<file path="config.mk">
export PLATFORM = sky130hd
export DESIGN_NAME = stateful_stream_processor
export DESIGN_NICKNAME = d
export VERILOG_FILES = /design/src/rtl/stream_proc_pkg.sv /design/src/rtl/stream_result_fifo.sv /design/src/rtl/stateful_stream_processor.sv
export SDC_FILE = /design/constraint.sdc
export NUM_CORES = 1
export LEC_CHECK = 0
export BUFFER_PORTS_ARGS = -buffer_cell sky130_fd_sc_hd__clkbuf_2
export CAP_MARGIN = 15
export CORE_MARGIN = 4
export CORE_UTILIZATION = 57
export DETAILED_ROUTE_END_ITERATION = 10
export MAX_ROUTING_LAYER = met4
export PLACE_DENSITY_LB_ADDON = 0.12
export SYNTH_ARGS = -nofsm -noshare
export SYNTH_HDL_FRONTEND = slang
export SYNTH_SLANG_ARGS = --single-unit
export TNS_END_PERCENT = 30
</file>
<file path="constraint.sdc">
create_clock -name clock -period 3.7 [get_ports clock]
set_input_delay 0.555 -clock clock [delete_from_list [all_inputs] [get_ports clock]]
set_output_delay 0.555 -clock clock [all_outputs]
set_load 0.02 [all_outputs]
</file>
<file path="src/rtl/stream_proc_pkg.sv">
// Shared constants and helpers for the stateful stream processor.
// Latency: n/a (declarations only).
// Backpressure: n/a.
package stream_proc_pkg;

    localparam int MODE_PER_BEAT   = 0;
    localparam int MODE_PER_PACKET = 1;

    function automatic int ceil_log2(input int value);
        int r;
        r = 0;
        while ((1 << r) < value) r++;
        return r;
    endfunction

    // Result entries are packed {last, data[OUT_WIDTH-1:0]}; last is the MSB.
    function automatic int result_entry_width(input int out_width);
        return out_width + 1;
    endfunction

endpackage

</file>
<file path="src/rtl/stream_result_fifo.sv">
// Show-ahead synchronous FIFO holding packed result entries.
// Latency: push visible at the head one cycle later; head is valid combinationally.
// Backpressure: pop only when non-empty; pushes are expected never to hit a full FIFO.
module stream_result_fifo
    import stream_proc_pkg::*;
#(
    parameter int WIDTH = 9,
    parameter int DEPTH = 16
) (
    input  logic                            clock,
    input  logic                            reset,
    input  logic                            push_vld,
    input  logic [WIDTH-1:0]                push_dat,
    input  logic                            pop_rdy,
    output logic                            pop_vld,
    output logic [WIDTH-1:0]                pop_dat,
    output logic [ceil_log2(DEPTH+1)-1:0]   count
);

    localparam int PTR_W = ceil_log2(DEPTH);
    localparam int CNT_W = ceil_log2(DEPTH + 1);

    logic [WIDTH-1:0] mem [DEPTH];
    logic [PTR_W-1:0] wr_ptr;
    logic [PTR_W-1:0] rd_ptr;
    logic             empty;
    logic             full;
    logic             do_push;
    logic             do_pop;

    assign empty   = (count == '0);
    assign full    = (count == CNT_W'(DEPTH));
    assign do_pop  = pop_rdy && !empty;
    assign do_push = push_vld && (!full || do_pop);
    assign pop_vld = !empty;
    // Head is forced to zero when empty so the outputs are clean out of reset.
    assign pop_dat = empty ? '0 : mem[rd_ptr];

    always_ff @(posedge clock) begin
        if (do_push) mem[wr_ptr] <= push_dat;
    end

    always_ff @(posedge clock or negedge reset) begin
        if (!reset) begin
            wr_ptr <= '0;
            rd_ptr <= '0;
            count  <= '0;
        end else begin
            if (do_push) wr_ptr <= wr_ptr + PTR_W'(1);
            if (do_pop)  rd_ptr <= rd_ptr + PTR_W'(1);
            case ({do_push, do_pop})
                2'b10:   count <= count + CNT_W'(1);
                2'b01:   count <= count - CNT_W'(1);
                default: count <= count;
            endcase
        end
    end

endmodule

</file>
<file path="src/rtl/stateful_stream_processor.sv">
// Feeds beats to an external engine and queues per-beat or per-packet results.
// Latency: ENGINE_LATENCY+1 cycles from accepted beat to out_valid on an empty FIFO.
// Backpressure: in_ready only while FIFO occupancy plus in-flight tags leaves a free slot.
module stateful_stream_processor
    import stream_proc_pkg::*;
#(
    parameter int REPLICATION_FACTOR = 3,
    parameter int OUT_WIDTH          = 8,
    parameter int FIFO_DEPTH         = 16,
    parameter int ENGINE_LATENCY     = 2,
    parameter int MODE               = 0
) (
    input  logic                            clock,
    input  logic                            reset,
    input  logic                            enable,
    input  logic [8*REPLICATION_FACTOR-1:0] in_data,
    input  logic                            in_valid,
    output logic                            in_ready,
    input  logic                            in_last,
    output logic [OUT_WIDTH-1:0]            out_data,
    output logic                            out_valid,
    input  logic                            out_ready,
    output logic                            out_last,
    output logic                            eng_enable,
    output logic [8*REPLICATION_FACTOR-1:0] eng_value,
    output logic                            eng_last,
    input  logic                            eng_o_value,
    input  logic                            eng_o_valid,
    output logic                            protocol_error
);

    localparam int EW    = result_entry_width(OUT_WIDTH);
    localparam int CNT_W = ceil_log2(FIFO_DEPTH + 1);
    localparam int IF_W  = ceil_log2(ENGINE_LATENCY + 1);
    localparam int SUM_W = ceil_log2(FIFO_DEPTH + ENGINE_LATENCY + 1);

    typedef struct packed {
        logic                 last;
        logic [OUT_WIDTH-1:0] data;
    } result_t;

    typedef struct packed {
        logic vld;
        logic last;
    } tag_t;

    tag_t [ENGINE_LATENCY-1:0] tag_pipe;
    tag_t                      emerge;
    logic                      ready_en;
    logic                      accept;
    logic [IF_W-1:0]           inflight;
    logic [CNT_W-1:0]          fifo_count;
    logic                      res_bit;
    logic [OUT_WIDTH-1:0]      acc;
    logic [OUT_WIDTH-1:0]      acc_sum;
    logic                      push_vld;
    result_t                   push_entry;
    result_t                   head;

    always_comb begin
        inflight = '0;
        for (int i = 0; i < ENGINE_LATENCY; i++) begin
            inflight = inflight + IF_W'(tag_pipe[i].vld);
        end
    end

    // ready_en holds in_ready low for the first cycle after reset release.
    assign in_ready   = ready_en && enable &&
                        ((SUM_W'(fifo_count) + SUM_W'(inflight)) < SUM_W'(FIFO_DEPTH));
    assign accept     = in_valid && in_ready;
    assign eng_enable = accept;
    assign eng_value  = in_data;
    assign eng_last   = in_last;

    assign emerge  = tag_pipe[ENGINE_LATENCY-1];
    assign res_bit = eng_o_valid && eng_o_value;
    assign acc_sum = (acc == '1) ? acc : acc + OUT_WIDTH'(res_bit);

    always_comb begin
        push_vld   = 1'b0;
        push_entry = '0;
        if (emerge.vld) begin
            if (MODE == MODE_PER_BEAT) begin
                push_vld        = 1'b1;
                push_entry.last = emerge.last;
                push_entry.data = OUT_WIDTH'(res_bit);
            end else if (emerge.last) begin
                push_vld        = 1'b1;
                push_entry.last = 1'b1;
                push_entry.data = acc_sum;
            end
        end
    end

    always_ff @(posedge clock or negedge reset) begin
        if (!reset) begin
            ready_en       <= 1'b0;
            tag_pipe       <= '0;
            acc            <= '0;
            protocol_error <= 1'b0;
        end else begin
            ready_en        <= 1'b1;
            tag_pipe[0].vld <= accept;
            tag_pipe[0].last <= accept && in_last;
            for (int i = 1; i < ENGINE_LATENCY; i++) begin
                tag_pipe[i] <= tag_pipe[i-1];
            end
            if (emerge.vld && (MODE == MODE_PER_PACKET)) begin
                acc <= emerge.last ? '0 : acc_sum;
            end
            // A tag without an engine result, or a result without a tag, is a latency violation.
            if (emerge.vld != eng_o_valid) protocol_error <= 1'b1;
        end
    end

    stream_result_fifo #(
        .WIDTH (EW),
        .DEPTH (FIFO_DEPTH)
    ) u_fifo (
        .clock    (clock),
        .reset    (reset),
        .push_vld (push_vld),
        .push_dat (push_entry),
        .pop_rdy  (out_ready),
        .pop_vld  (out_valid),
        .pop_dat  (head),
        .count    (fifo_count)
    );

    assign out_data = head.data;
    assign out_last = head.last;

endmodule

</file>
==> results of run 1 <==
-- worst register-to-register path: stages (launching register included) --
cell,delay [ns]
dfrtp_1,0.44
or4_4,0.60
nor2_4,0.13
inv_2,0.07
nand3_1,0.12
inv_1,0.10
ha_1,0.34
nand2b_1,0.09
a2111o_1,0.40
o31a_1,0.12
o211ai_1,0.15
-- power groups by stage --
| stage | logic (mW) | clock network [mW] | registers (mW) |
|---|---|---|---|
| floorplan | 0.605 | 0 | 0.761 |
| global placement | 0.587 | 0 | 0.859 |
| detailed placement | 0.602 | 0 | 0.871 |
| CTS | 0.609 | 0.372 | 0.858 |
| global route | 0.673 | 0.401 | 0.883 |
| finish | 0.603 | 0.356 | 0.855 |
-- layout make-up --
type                       instances  area [µm²]
clock inverter                     2        17.5
tap                               52        65.1
sequential                        51        1440
timing repair buffer              14        70.1
clock buffer                       6        93.8
fill                             371        1770
multi-input combinational        106         920
inverter                          11        41.3
-- registers in the layout, indices dropped and copies added (netlist names) --
signal and cells:
emerge 2, protocol_error 1, ready_en 1, tag_pipe 2
u_fifo.count 5, u_fifo.mem 32, u_fifo.rd_ptr 4, u_fifo.wr_ptr 4
-- per-stage QoR --
stage	area, µm²	instances
2_1_floorplan	2660	206
3_3_place_gp	2530	234
3_5_place_dp	2530	234
4_1_cts	2640	242
5_1_grt	2640	242
6_report	2640	242
-- cell families (layout without fill, tap and decap cells) --
family                   after synthesis  after routing
buffers and inverters                 49             33
multiplexers                          17             17
other                                  2              8
XOR/XNOR                              10             10
adder cells (fa/ha/maj)               10             10
AND/OR/NAND/NOR                       43             43
AO/OA/AOI/OAI                         18             18
flip-flops                            51             51
-- synth_stat cells (2+ instances only) --
cell type,number
o21ai_2,2
buf_4,32
ha_1,9
nand2b_1,3
mux2_2,2
a21oi_1,5
nand3_1,6
xnor2_1,9
conb_1,2
mux2_4,2
nor2_1,7
nor4_1,4
mux4_2,8
nor3b_1,2
o211ai_1,2
clkbuf_1,3
mux2i_1,4
inv_1,10
o21ai_1,3
dfrtp_1,19
buf_2,3
edfxtp_1,32
nand2_1,3
and2_1,10
and3_1,2
-- final timing paths --
path	cells past startpoint	endpoint	from
worst max-delay path	5	out_data[0]	u_fifo.rd_ptr[1]$_DFFE_PN0N_
worst min-delay path	1	u_fifo.rd_ptr[0]$_DFFE_PN0N_	reset
worst min register to register	0	emerge[0]$_DFF_PN0_	tag_pipe[0]$_DFF_PN0_
worst max register to register	10	u_fifo.count[4]$_DFFE_PN0P_	u_fifo.count[1]$_DFFE_PN0P_
max in group asynchronous	1	u_fifo.wr_ptr[1]$_DFFE_PN0P_	reset
min in group clock	0	emerge[0]$_DFF_PN0_	tag_pipe[0]$_DFF_PN0_
-- per-layer routing --
metal  vias to the layer above  track usage [%]
met5                         -                -
met4                         0             6.82
met3                        26             4.49
met2                        38             25.1
met1                       699             21.9
li1                        651                -
==> Implementation_results.wiki, run 1 <==
{| class="wikitable"
! Metric !! Value
|-
| Run status || finished, final reports clean
|-
| Synthesized instance count || 200
|-
| Distinct cell type count after synthesis || a little over 40
|-
| Fraction of post-synthesis cell area in the top cell type by area || 36.4%
|-
| Avg WL per Cell || roughly 18 µm
|-
| Pin count of the biggest net entering global routing || 20
|-
| Maximum resistive drop on vdd || approximately 0.30 mV
|-
| Aggregate routed wire length || 4440 µm
|-
| Antenna viol nets, final || 0
|-
| Core area || between 4000 and 5000 µm²
|-
| Initial antenna violation count || 0
|-
| Mux contribution to synthesized area || about 11%
|-
| Top delay family on crit path || multiplexers
|-
| Post-cts hold buffer count || 0
|-
| Pre-antenna DRT Iters || 4
|-
| Die height || between 70 and 80 µm
|-
| Period utilisation layout || approximately 74%
|-
| Slew Viols, Final || 0
|-
| Number of buffers created by CTS || 5
|-
| PwrDens || around 690 nW/µm²
|-
| Switching power as a share of total power || a little over a third
|-
| Reg-to-reg setup timing slack || ~1.1 ns
|-
| Number of maximum-capacitance constraint violations || 0
|-
| Class of the worst hold path || in2async
|-
| Core occupancy in the finished layout || between 50 and 60%
|-
| Post-cts gate resize count || 0
|-
| Post-Route Skew || ~0.0043 ns
|-
| Combinational family with the most area after synthesis || buffers and inverters
|-
| Post-DR vias/cell || around 6
|-
| Most common library cell in the layout ignoring fill and taps || edfxtp_1
|-
| Pre-CTS worst setup slack || between 1 and 1.5 ns
|-
| Gr ovfl total || 0
|-
| Number of enable flip-flop cells after synthesis || 32
|-
| CP Class || reg2out
|-
| Arithmetic-cell share of the synthesized area counting full adders, half adders and majority gates || 5.02%
|-
| Delay contributed by the slowest stage of the critical path || roughly 0.7 ns
|-
| Area contributors post-synth || edfxtp_1 (36%), dfrtp_1 (18%), buf_4 (9.1%)
|-
| CTS tree || done
|-
| Clock tree root buffer cell || clkbuf_8
|-
| Main synth FF type || edfxtp_1
|-
| Clock edge transition at the registers on the reported setup and hold paths || 0.09 ns
|-
| Uppermost layer routed || met4
|-
| Routed length on met1 || ~1900 µm
|-
| Hold violation total from the final report || 0
|-
| Worst Slack Setup Final || 0.947 ns
|-
| Chain of cells forming the critical path || mux4_2, mux2_2, o21ai_1, a21oi_1, clkbuf_2
|-
| Cell accounting for the most synthesized area || edfxtp_1
|-
| I/O pins || 70
|-
| Detail Route met3 WL || 276 µm
|-
| Number of cell rows || 24
|-
| Worst Path Max Fanout || 11
|-
| Routed wl met2 || 2070 µm
|-
| Combinational fraction of design power || 33.3%
|-
| Syn avg cell area || approximately 13 µm²
|-
| Netlist Area Pre-Place || 2640 µm²
|-
| Area added between synthesis and finish || 0.0949%
|-
| Data required time at the worst endpoint || around 3.1 ns
|-
| Xor/xnor share of the synthesized area || 3.32%
|-
| Startpoint types || flip-flop
|-
| Basic-gate share of the synthesized area counting and, or, nand and nor cells || approximately 9.8%
|-
| Net switching power figure || around 0.64 mW
|-
| Area of the die || around 5800 µm²
|-
| Routability-driven placement congestion ratio || 0.917
|-
| Number of buffer and inverter instances along the worst setup path || 1
|-
| CP max stage cell || dfrtp_1
|-
| Static Leak || between 1 and 1.5 nW
|-
| Setup repair bufs after CTS || 0
|-
| Number of violations reported at the end of detailed-routing iteration 0 || 99
|-
| DRC violations left || 0
|-
| Clk_lat worst skew || 0.30 ns
|-
| Tightest slew margin relative to the limit || approximately 65%
|-
| Design internal power || about 1.2 mW
|-
| Chip Width || about 76 µm
|-
| Fraction of the yosys area taken by sequential cells || between 50% and 60%
|-
| Final number of setup-violating endpoints || 0
|-
| Via count of the first global-routing pass || approximately 1.5k
|-
| Number of buffers on the longest clock path || 2
|-
| Synthesized-area fraction occupied by ao, oa, aoi and oai cells || between 4 and 5%
|-
| Endpoint arrival time on the critical path || roughly 2.2 ns
|-
| Number of vias in the routed layout || approximately 1.4k
|-
| Synthesis Warnings || 0
|-
| Share of total power in the clock network || approximately a fifth
|-
| Final critical-path required period || roughly 2.8 ns
|-
| Sort of element at the end of the critical path || output pin
|-
| Highest achievable clock rate || about 360 MHz
|-
| Register bit total from synthesis || between 50 and 60
|-
| Proportion of layout cells with a drive suffix above 1 || between 20% and 30%
|-
| Part of the power in registers || 47.1%
|-
| Number of port buffers || 14
|-
| Antenna cells || 0
|-
| Most frequent cells in the layout || edfxtp_1 (32), dfrtp_1 (19), clkbuf_2 (14), inv_1 (10), and2_1 (10)
|-
| Global routing usage summed across all routing layers || between 10% and 20%
|-
| H-tree levels || 2
|-
| RSZ-0062 raised after global routing || false
|-
| Starting density of the core || between 50% and 60%
|-
| Sum of internal, switching and leakage power || ~1.8 mW
|-
| # nets final || 231
|-
| Setup_tns || 0 ns
|-
| Sum of net half-perimeters after detailed placement || 3450 µm
|-
| Fraction of synthesis flops using an asynchronous set or reset pin || between 30% and 40%
|-
| Least-Margin Pin Slew || ~0.53 ns
|-
| Sink Count || 51
|-
| Global-route wire length before repair || between 7000 and 8000 µm
|-
| Final hold slack || 0.203 ns
|}
(Power assumes the default switching activity.)
==> run 2: changes to the inputs <==
--- a/config.mk
+++ b/config.mk
@@ -8,7 +8,7 @@
 export BUFFER_PORTS_ARGS = -buffer_cell sky130_fd_sc_hd__clkbuf_2
 export CAP_MARGIN = 15
 export CORE_MARGIN = 4
-export CORE_UTILIZATION = 57
+export CORE_UTILIZATION = 47
 export DETAILED_ROUTE_END_ITERATION = 10
 export MAX_ROUTING_LAYER = met4
 export PLACE_DENSITY_LB_ADDON = 0.12
==> constraint.sdc (replaced) <==
create_clock -name clock -period 2.2 [get_ports clock]
set_input_delay 0.33 -clock clock [delete_from_list [all_inputs] [get_ports clock]]
set_output_delay 0.33 -clock clock [all_outputs]
set_load 0.02 [all_outputs]
==> run 2 against run 1 <==
Against the previous run: the flow now finishes with violations (setup timing); clock skew grew 0.00072 ns; cell area grew 8.4%; setup slack got worse by 1.1 ns; clock power increased by 50%; core utilization fell by 7.5 points; via count is 3.3% higher; total power rose by 82%; global-route usage shrank 2.2 points; register-to-register slack got worse by 1.2 ns; cell count increased by 16%; sequential power rose by 58%; critical endpoint is now u_fifo.count[4]$_DFFE_PN0P_; largest power group is now combinational cells.
==> Implementation_results.wiki, run 2 (synthesis gave the netlist of run 1 again) <==
{| class="wikitable"
! Metric !! Value
|-
| Avg WL per Cell || about 17 µm
|-
| Sink Count || 51
|-
| DRC violations left || 0
|-
| Global routing usage summed across all routing layers || between 10 and 15%
|-
| Post-Route Skew || 0.00500 ns
|-
| Core occupancy in the finished layout || between 50% and 60%
|-
| CP Class || reg2reg
|-
| Post-route cell area || approximately 2900 µm²
|-
| Slew Viols, Final || 0
|-
| Routability-driven placement congestion ratio || just under 0.9
|-
| I/O pins || 70
|-
| Number of violations reported at the end of detailed-routing iteration 0 || 96
|-
| Most common library cell in the layout ignoring fill and taps || edfxtp_1
|-
| Run status || finished with violations
|-
| Pre-antenna DRT Iters || 4
|-
| Chain of cells forming the critical path || or4_4, nor2_4, inv_4, nand3_4, inv_2, ha_4, nand2b_4, a2111o_1, o31a_1, o211ai_1
|-
| Register with the most flip-flops || u_fifo.mem
|-
| # nets final || 250
|-
| PwrDens || 1150 nW/µm²
|-
| Number of buffers on the longest clock path || 2
|-
| RSZ-0062 raised after global routing || true
|-
| Clock edge transition at the registers on the reported setup and hold paths || about 0.090 ns
|-
| Tightest slew margin relative to the limit || about 60%
|-
| Sum of internal, switching and leakage power || 3.31 mW
|-
| Via count of the first global-routing pass || ~1.6k
|-
| CP max stage cell || or4_4
|-
| Fill cells || approximately 500
|-
| Highest achievable clock rate || ~430 MHz
|-
| Worst Path Max Fanout || 3
|-
| Sum of net half-perimeters after detailed placement || ~3700 µm
|-
| Delay contributed by the slowest stage of the critical path || 0.56 ns
|-
| Max FFs per register || 32
|-
| Clock tree root buffer cell || clkbuf_8
|-
| Startpoint types || flip-flop
|-
| Number of vias in the routed layout || 1460
|-
| Least-Margin Pin Slew || ~0.60 ns
|-
| Number of port buffers || 14
|-
| Aggregate routed wire length || just under 5000 µm
|-
| Top flop regs || u_fifo.mem (32), u_fifo.count (5)
|-
| H-tree levels || 2
|-
| Number of buffer and inverter instances along the worst setup path || 2
|-
| Core area || 5470 µm²
|-
| Class of the worst hold path || in2reg
|-
| Top delay family on crit path || simple AND/OR/NAND/NOR gates
|-
| CTS tree || done
|-
| Global-route wire length before repair || roughly 8000 µm
|-
| Pin count of the biggest net entering global routing || 20
|-
| Area added between synthesis and finish || 8.53%
|-
| Footprint of the multi-input gates || 976 µm²
|-
| Period utilisation layout || 106%
|-
| Chip Width || 83.0 µm
|-
| Initial antenna violation count || 0
|-
| Final hold slack || 0.267 ns
|-
| Number of buffers created by CTS || 5
|-
| Most frequent cells in the layout || edfxtp_1 (32), buf_4 (20), dfrtp_1 (18), clkbuf_2 (10)
|-
| Post-DR vias/cell || approximately 5.2
|-
| Failing checks || setup timing
|-
| Die height || 83.0 µm
|-
| Maximum resistive drop on vdd || 0.461 mV
|-
| Clk_lat worst skew || roughly 0.30 ns
|-
| Data required time at the worst endpoint || ~2.4 ns
|-
| Number of cell rows || 27
|-
| Antenna viol nets, final || 0
|-
| Sort of element at the end of the critical path || flip-flop
|-
| Antenna cells || 0
|-
| Starting density of the core || between 40% and 50%
|-
| Endpoint arrival time on the critical path || approximately 2.5 ns
|-
| Instance area at placement || approximately 2700 µm²
|-
| Static Leak || 1.11 nW
|-
| Number of maximum-capacitance constraint violations || 0
|-
| Gr ovfl total || 0
|-
| Pre-CTS worst setup slack || -0.153 ns
|-
| Proportion of layout cells with a drive suffix above 1 || 32.5%
|-
| Worst Slack Setup Final || -0.123 ns
|-
| FF/Latch Area || ~1400 µm²
|-
| Final critical-path required period || ~2.3 ns
|-
| Final number of setup-violating endpoints || 5
|-
| Area of the die || about 6900 µm²
|-
| Hold violation total from the final report || 0
|}
run 2: per-layer routing:
| metal | vias to the layer above | track usage [%] | wire (µm) |
|---|---|---|---|
| met5 | - | - | 0 |
| met3 | 22 | 3.47 | 260 |
| met1 | 714 | 19.0 | 2200 |
| met4 | 0 | 5.94 | 124 |
| met2 | 39 | 22.0 | 2270 |
| li1 | 685 | - | - |
run 2: per-stage QoR:
step | std cells | TNS, ns
6_report | 281 | -0.415
5_1_grt | 281 | -0.787
4_1_cts | 279 | -0.486
3_5_place_dp | 269 | -0.281
3_3_place_gp | 269 | -0.0916
2_1_floorplan | 206 | -0.370
run 2: final cells by class:
class	count	share of cell area, %
inverters	11	1.53
multi-input cells	106	34.0
repair buffers	33	7.99
clock inverters	1	0.131
clock buffers	7	3.01
flip-flops and latches	51	50.2
well taps	72	3.14
run 2: report_power, final:
part	internal, mW	switching (mW)	leakage, nW
Combinational	0.750	0.671	0.554
Sequential	1.15	0.200	0.511
Clock	0.252	0.282	0.0459
Total	2.16	1.15	1.11
run 2: repair_timing:
| item | in CTS | in global routing |
|---|---|---|
| pin swaps | 8 | 3 |
| endpoints found under the hold margin | 19 | 0 |
| buffers inserted | 1 | 2 |
| setup endpoints to repair | 5 | 7 |
| resized for setup | 7 | 10 |
| hold buffers | 1 | 0 |
run 2: tightest hold or removal path, delay by kind of cell:
family                 cells  cell delay (ns)
buffers and inverters      1             0.09
XOR/XNOR                   1             0.06
AND/OR/NAND/NOR            1             0.05
run 2: final timing paths:
path,start,to,slack (ns),cells past startpoint
min,eng_o_valid,protocol_error$_DFFE_PN0P_,0.27,3
min reg2reg,tag_pipe[0]$_DFF_PN0_,emerge[0]$_DFF_PN0_,0.36,0
min in group asynchronous,reset,u_fifo.count[1]$_DFFE_PN0P_,0.52,2
max reg2reg,u_fifo.count[3]$_DFFE_PN0P_,u_fifo.count[4]$_DFFE_PN0P_,-0.12,10
max in group asynchronous,reset,u_fifo.rd_ptr[1]$_DFFE_PN0N_,1.31,2
max,u_fifo.count[3]$_DFFE_PN0P_,u_fifo.count[4]$_DFFE_PN0P_,-0.12,10
==> run 3: changes to the inputs <==
==> constraint.sdc (replaced) <==
create_clock -name clock -period 2 [get_ports clock]
set_input_delay 0.3 -clock clock [delete_from_list [all_inputs] [get_ports clock]]
set_output_delay 0.3 -clock clock [all_outputs]
set_load 0.02 [all_outputs]
==> run 3 against run 2 <==
Against the previous run: the run still ends with setup timing left; combinational power increased by 13%; count of clock-buffer cells in the layout fell by 2; first-iteration DRC count grew 16%; worst hold slack worse by 0.027 ns; largest cell class unchanged; register-to-register slack got worse by 0.18 ns; largest power group unchanged; critical path depth is the same; core utilization is 1.5 points higher; critical path type unchanged; sequential cell count did not move.
==> Implementation_results.wiki, run 3 (synthesis gave the netlist of run 1 again) <==
{| class="wikitable"
! Metric !! Value
|-
| Number of cell rows || 27
|-
| Final number of setup-violating endpoints || 8
|-
| Clk_lat worst skew || slightly above 0.3 ns
|-
| PwrDens || 1300 nW/µm²
|-
| Number of buffer and inverter instances along the worst setup path || 2
|-
| RSZ-0062 raised after global routing || true
|-
| CTS tree || done
|-
| Post-Route Skew || 0.00724 ns
|-
| Post-route non-filler standard cell count || between 200 and 300
|-
| # nets final || around 260
|-
| Antenna viol nets, final || 0
|-
| Data required time at the worst endpoint || about 2.2 ns
|-
| Sink Count || 51
|-
| Least-Margin Pin Slew || roughly 0.56 ns
|-
| Chip Width || roughly 83 µm
|-
| Top flop regs || u_fifo.mem (32), u_fifo.count (5)
|-
| Most frequent cell on the critical path || inv_4
|-
| Top delay family on crit path || simple AND/OR/NAND/NOR gates
|-
| Depth of the worst register-to-register path || 10
|-
| Tightest slew margin relative to the limit || 62.0%
|-
| Die height || slightly above 80 µm
|-
| Clock edge transition at the registers on the reported setup and hold paths || about 0.09 ns
|-
| Worst Path Max Fanout || 3
|-
| I/O pins || 70
|-
| Instance area at placement || ~2700 µm²
|-
| Maximum resistive drop on vdd || around 0.6 mV
|-
| Max FFs per register || 32
|-
| Setup_tns || -1.43 ns
|-
| Final critical-path required period || 2.30 ns
|-
| Avg WL per Cell || between 15 and 20 µm
|-
| CP max stage cell || or4_4
|-
| Number of instances in the placed design || around 270
|-
| Hold violation total from the final report || 0
|-
| Reg-to-reg setup timing slack || -0.30 ns
|-
| Most frequent cells in the layout || edfxtp_1 (32), buf_4 (25), dfrtp_1 (18), clkbuf_2 (11)
|-
| Met3 usage || 4.56%
|-
| Core area || 5470 µm²
|-
| Period utilisation layout || 115%
|-
| Starting density of the core || between 40% and 50%
|-
| Global Route met1 Usage || approximately 20%
|-
| Area of the die || 6880 µm²
|-
| H-tree levels || 2
|-
| Initial antenna violation count || 0
|-
| Pre-antenna DRT Iters || 4
|-
| Number of buffers created by CTS || 5
|-
| Number of cells on the critical path || 10
|-
| CP Class || reg2reg
|-
| Sort of element at the end of the critical path || flip-flop
|-
| Routability-driven placement congestion ratio || between 0.9 and 1
|-
| GRT met2 Usage || between 20% and 30%
|-
| Antenna cells || 0
|-
| Static Leak || roughly 1.1 nW
|-
| Run status || finished with violations
|-
| Number of violations reported at the end of detailed-routing iteration 0 || 111
|-
| Slew Viols, Final || 0
|-
| Chain of cells forming the critical path || or4_4, nor2_4, inv_4, nand3_4, inv_4, ha_4, nand2b_4, a2111o_1, o31a_1, o211ai_1
|-
| Number of vias in the routed layout || approximately 1.5k
|-
| Final hold slack || between 0.2 and 0.25 ns
|-
| Hold-critical path depth || 3
|-
| Worst Slack Setup Final || -0.301 ns
|-
| Number of port buffers || 14
|-
| Post-DR vias/cell || 5.18
|-
| Area added between synthesis and finish || 11.6%
|-
| Sum of net half-perimeters after detailed placement || 3820 µm
|-
| Delay contributed by the slowest stage of the critical path || roughly 0.56 ns
|-
| Number of maximum-capacitance constraint violations || 0
|-
| DRC violations left || 0
|-
| Number of buffers on the longest clock path || 2
|-
| Global routing usage summed across all routing layers || 15.5%
|-
| Endpoint arrival time on the critical path || roughly 2.5 ns
|-
| Pin count of the biggest net entering global routing || 20
|-
| Post-route cell area || ~2900 µm²
|-
| Class of the worst hold path || in2reg
|-
| Busiest grt layer || met2
|-
| Startpoint types || flip-flop
|-
| Proportion of layout cells with a drive suffix above 1 || between 30% and 40%
|-
| Failing checks || setup timing
|-
| Register with the most flip-flops || u_fifo.mem
|-
| Highest achievable clock rate || 435 MHz
|-
| Most common library cell in the layout ignoring fill and taps || edfxtp_1
|-
| Global-route wire length before repair || 8120 µm
|-
| Gr ovfl total || 0
|-
| Aggregate routed wire length || 4990 µm
|-
| Via count of the first global-routing pass || around 1.6k
|-
| Clock tree root buffer cell || clkbuf_8
|}
==> run 3: changes by cell type in the layout (fill, tap and decap cells not counted), sizes merged <==
| cell | delta |
|---|---|
| bufinv | +1 |
| clkbuf | -1 |
| inv | +1 |
| buf | +5 |
==> run 3: area by class of cell <==
type	instances	area [µm²]
Clock buffer	5	68.8
Multi-Input combinational cell	106	985
Timing Repair Buffer	39	272
Sequential cell	51	1440
Inverter	11	46.3
Tap cell	72	90.1
Fill cell	470	2530
Clock inverter	3	47.5
==> run 3: timing repair <==
action / CTS / global route
gates resized for setup: 11 / 4
hold buffers: 1 / 0
hold endpoints to repair: 19 / 0
cloned: 0 / 0
endpoints found under the setup margin: 8 / 9
buffers inserted: 3 / 2
pin swaps: 10 / 2
==> run 3: routing by layer <==
layer	routed length [µm]	up-vias
met5	0	-
met4	107	0
met3	298	19
met2	2360	47
met1	2220	717
li1	-	704
==> run 3: metrics by stage <==
step           total power, mW  utilization (%)  setup slack [ns]
2_1_floorplan             2.55                -            -0.404
3_3_place_gp              2.88             49.7            -0.249
3_5_place_dp              2.96             49.7            -0.357
4_1_cts                   3.81             53.4            -0.323
5_1_grt                   4.07             53.8            -0.370
6_report                  3.82             53.8            -0.301
==> run 3: where the power goes <==
group	internal, mW	switching, mW
sequential	1.27	0.211
combinational	0.848	0.762
clock	0.379	0.347
total	2.50	1.32
==> run 3: tightest hold or removal path, stage by stage <==
cell and delay (ns):
clkbuf_2 0.10, xnor2_1 0.06, nand2b_1 0.06
==> run 3: worst paths after layout <==
kind,from,end
worst max-delay path,u_fifo.count[2]$_DFFE_PN0P_,u_fifo.count[4]$_DFFE_PN0P_
worst min-delay path,eng_o_valid,protocol_error$_DFFE_PN0P_
worst max register to register,u_fifo.count[2]$_DFFE_PN0P_,u_fifo.count[4]$_DFFE_PN0P_
worst min register to register,tag_pipe[0]$_DFF_PN0_,emerge[0]$_DFF_PN0_
max in group asynchronous,reset,u_fifo.rd_ptr[1]$_DFFE_PN0N_
min in group asynchronous,reset,u_fifo.rd_ptr[0]$_DFFE_PN0N_
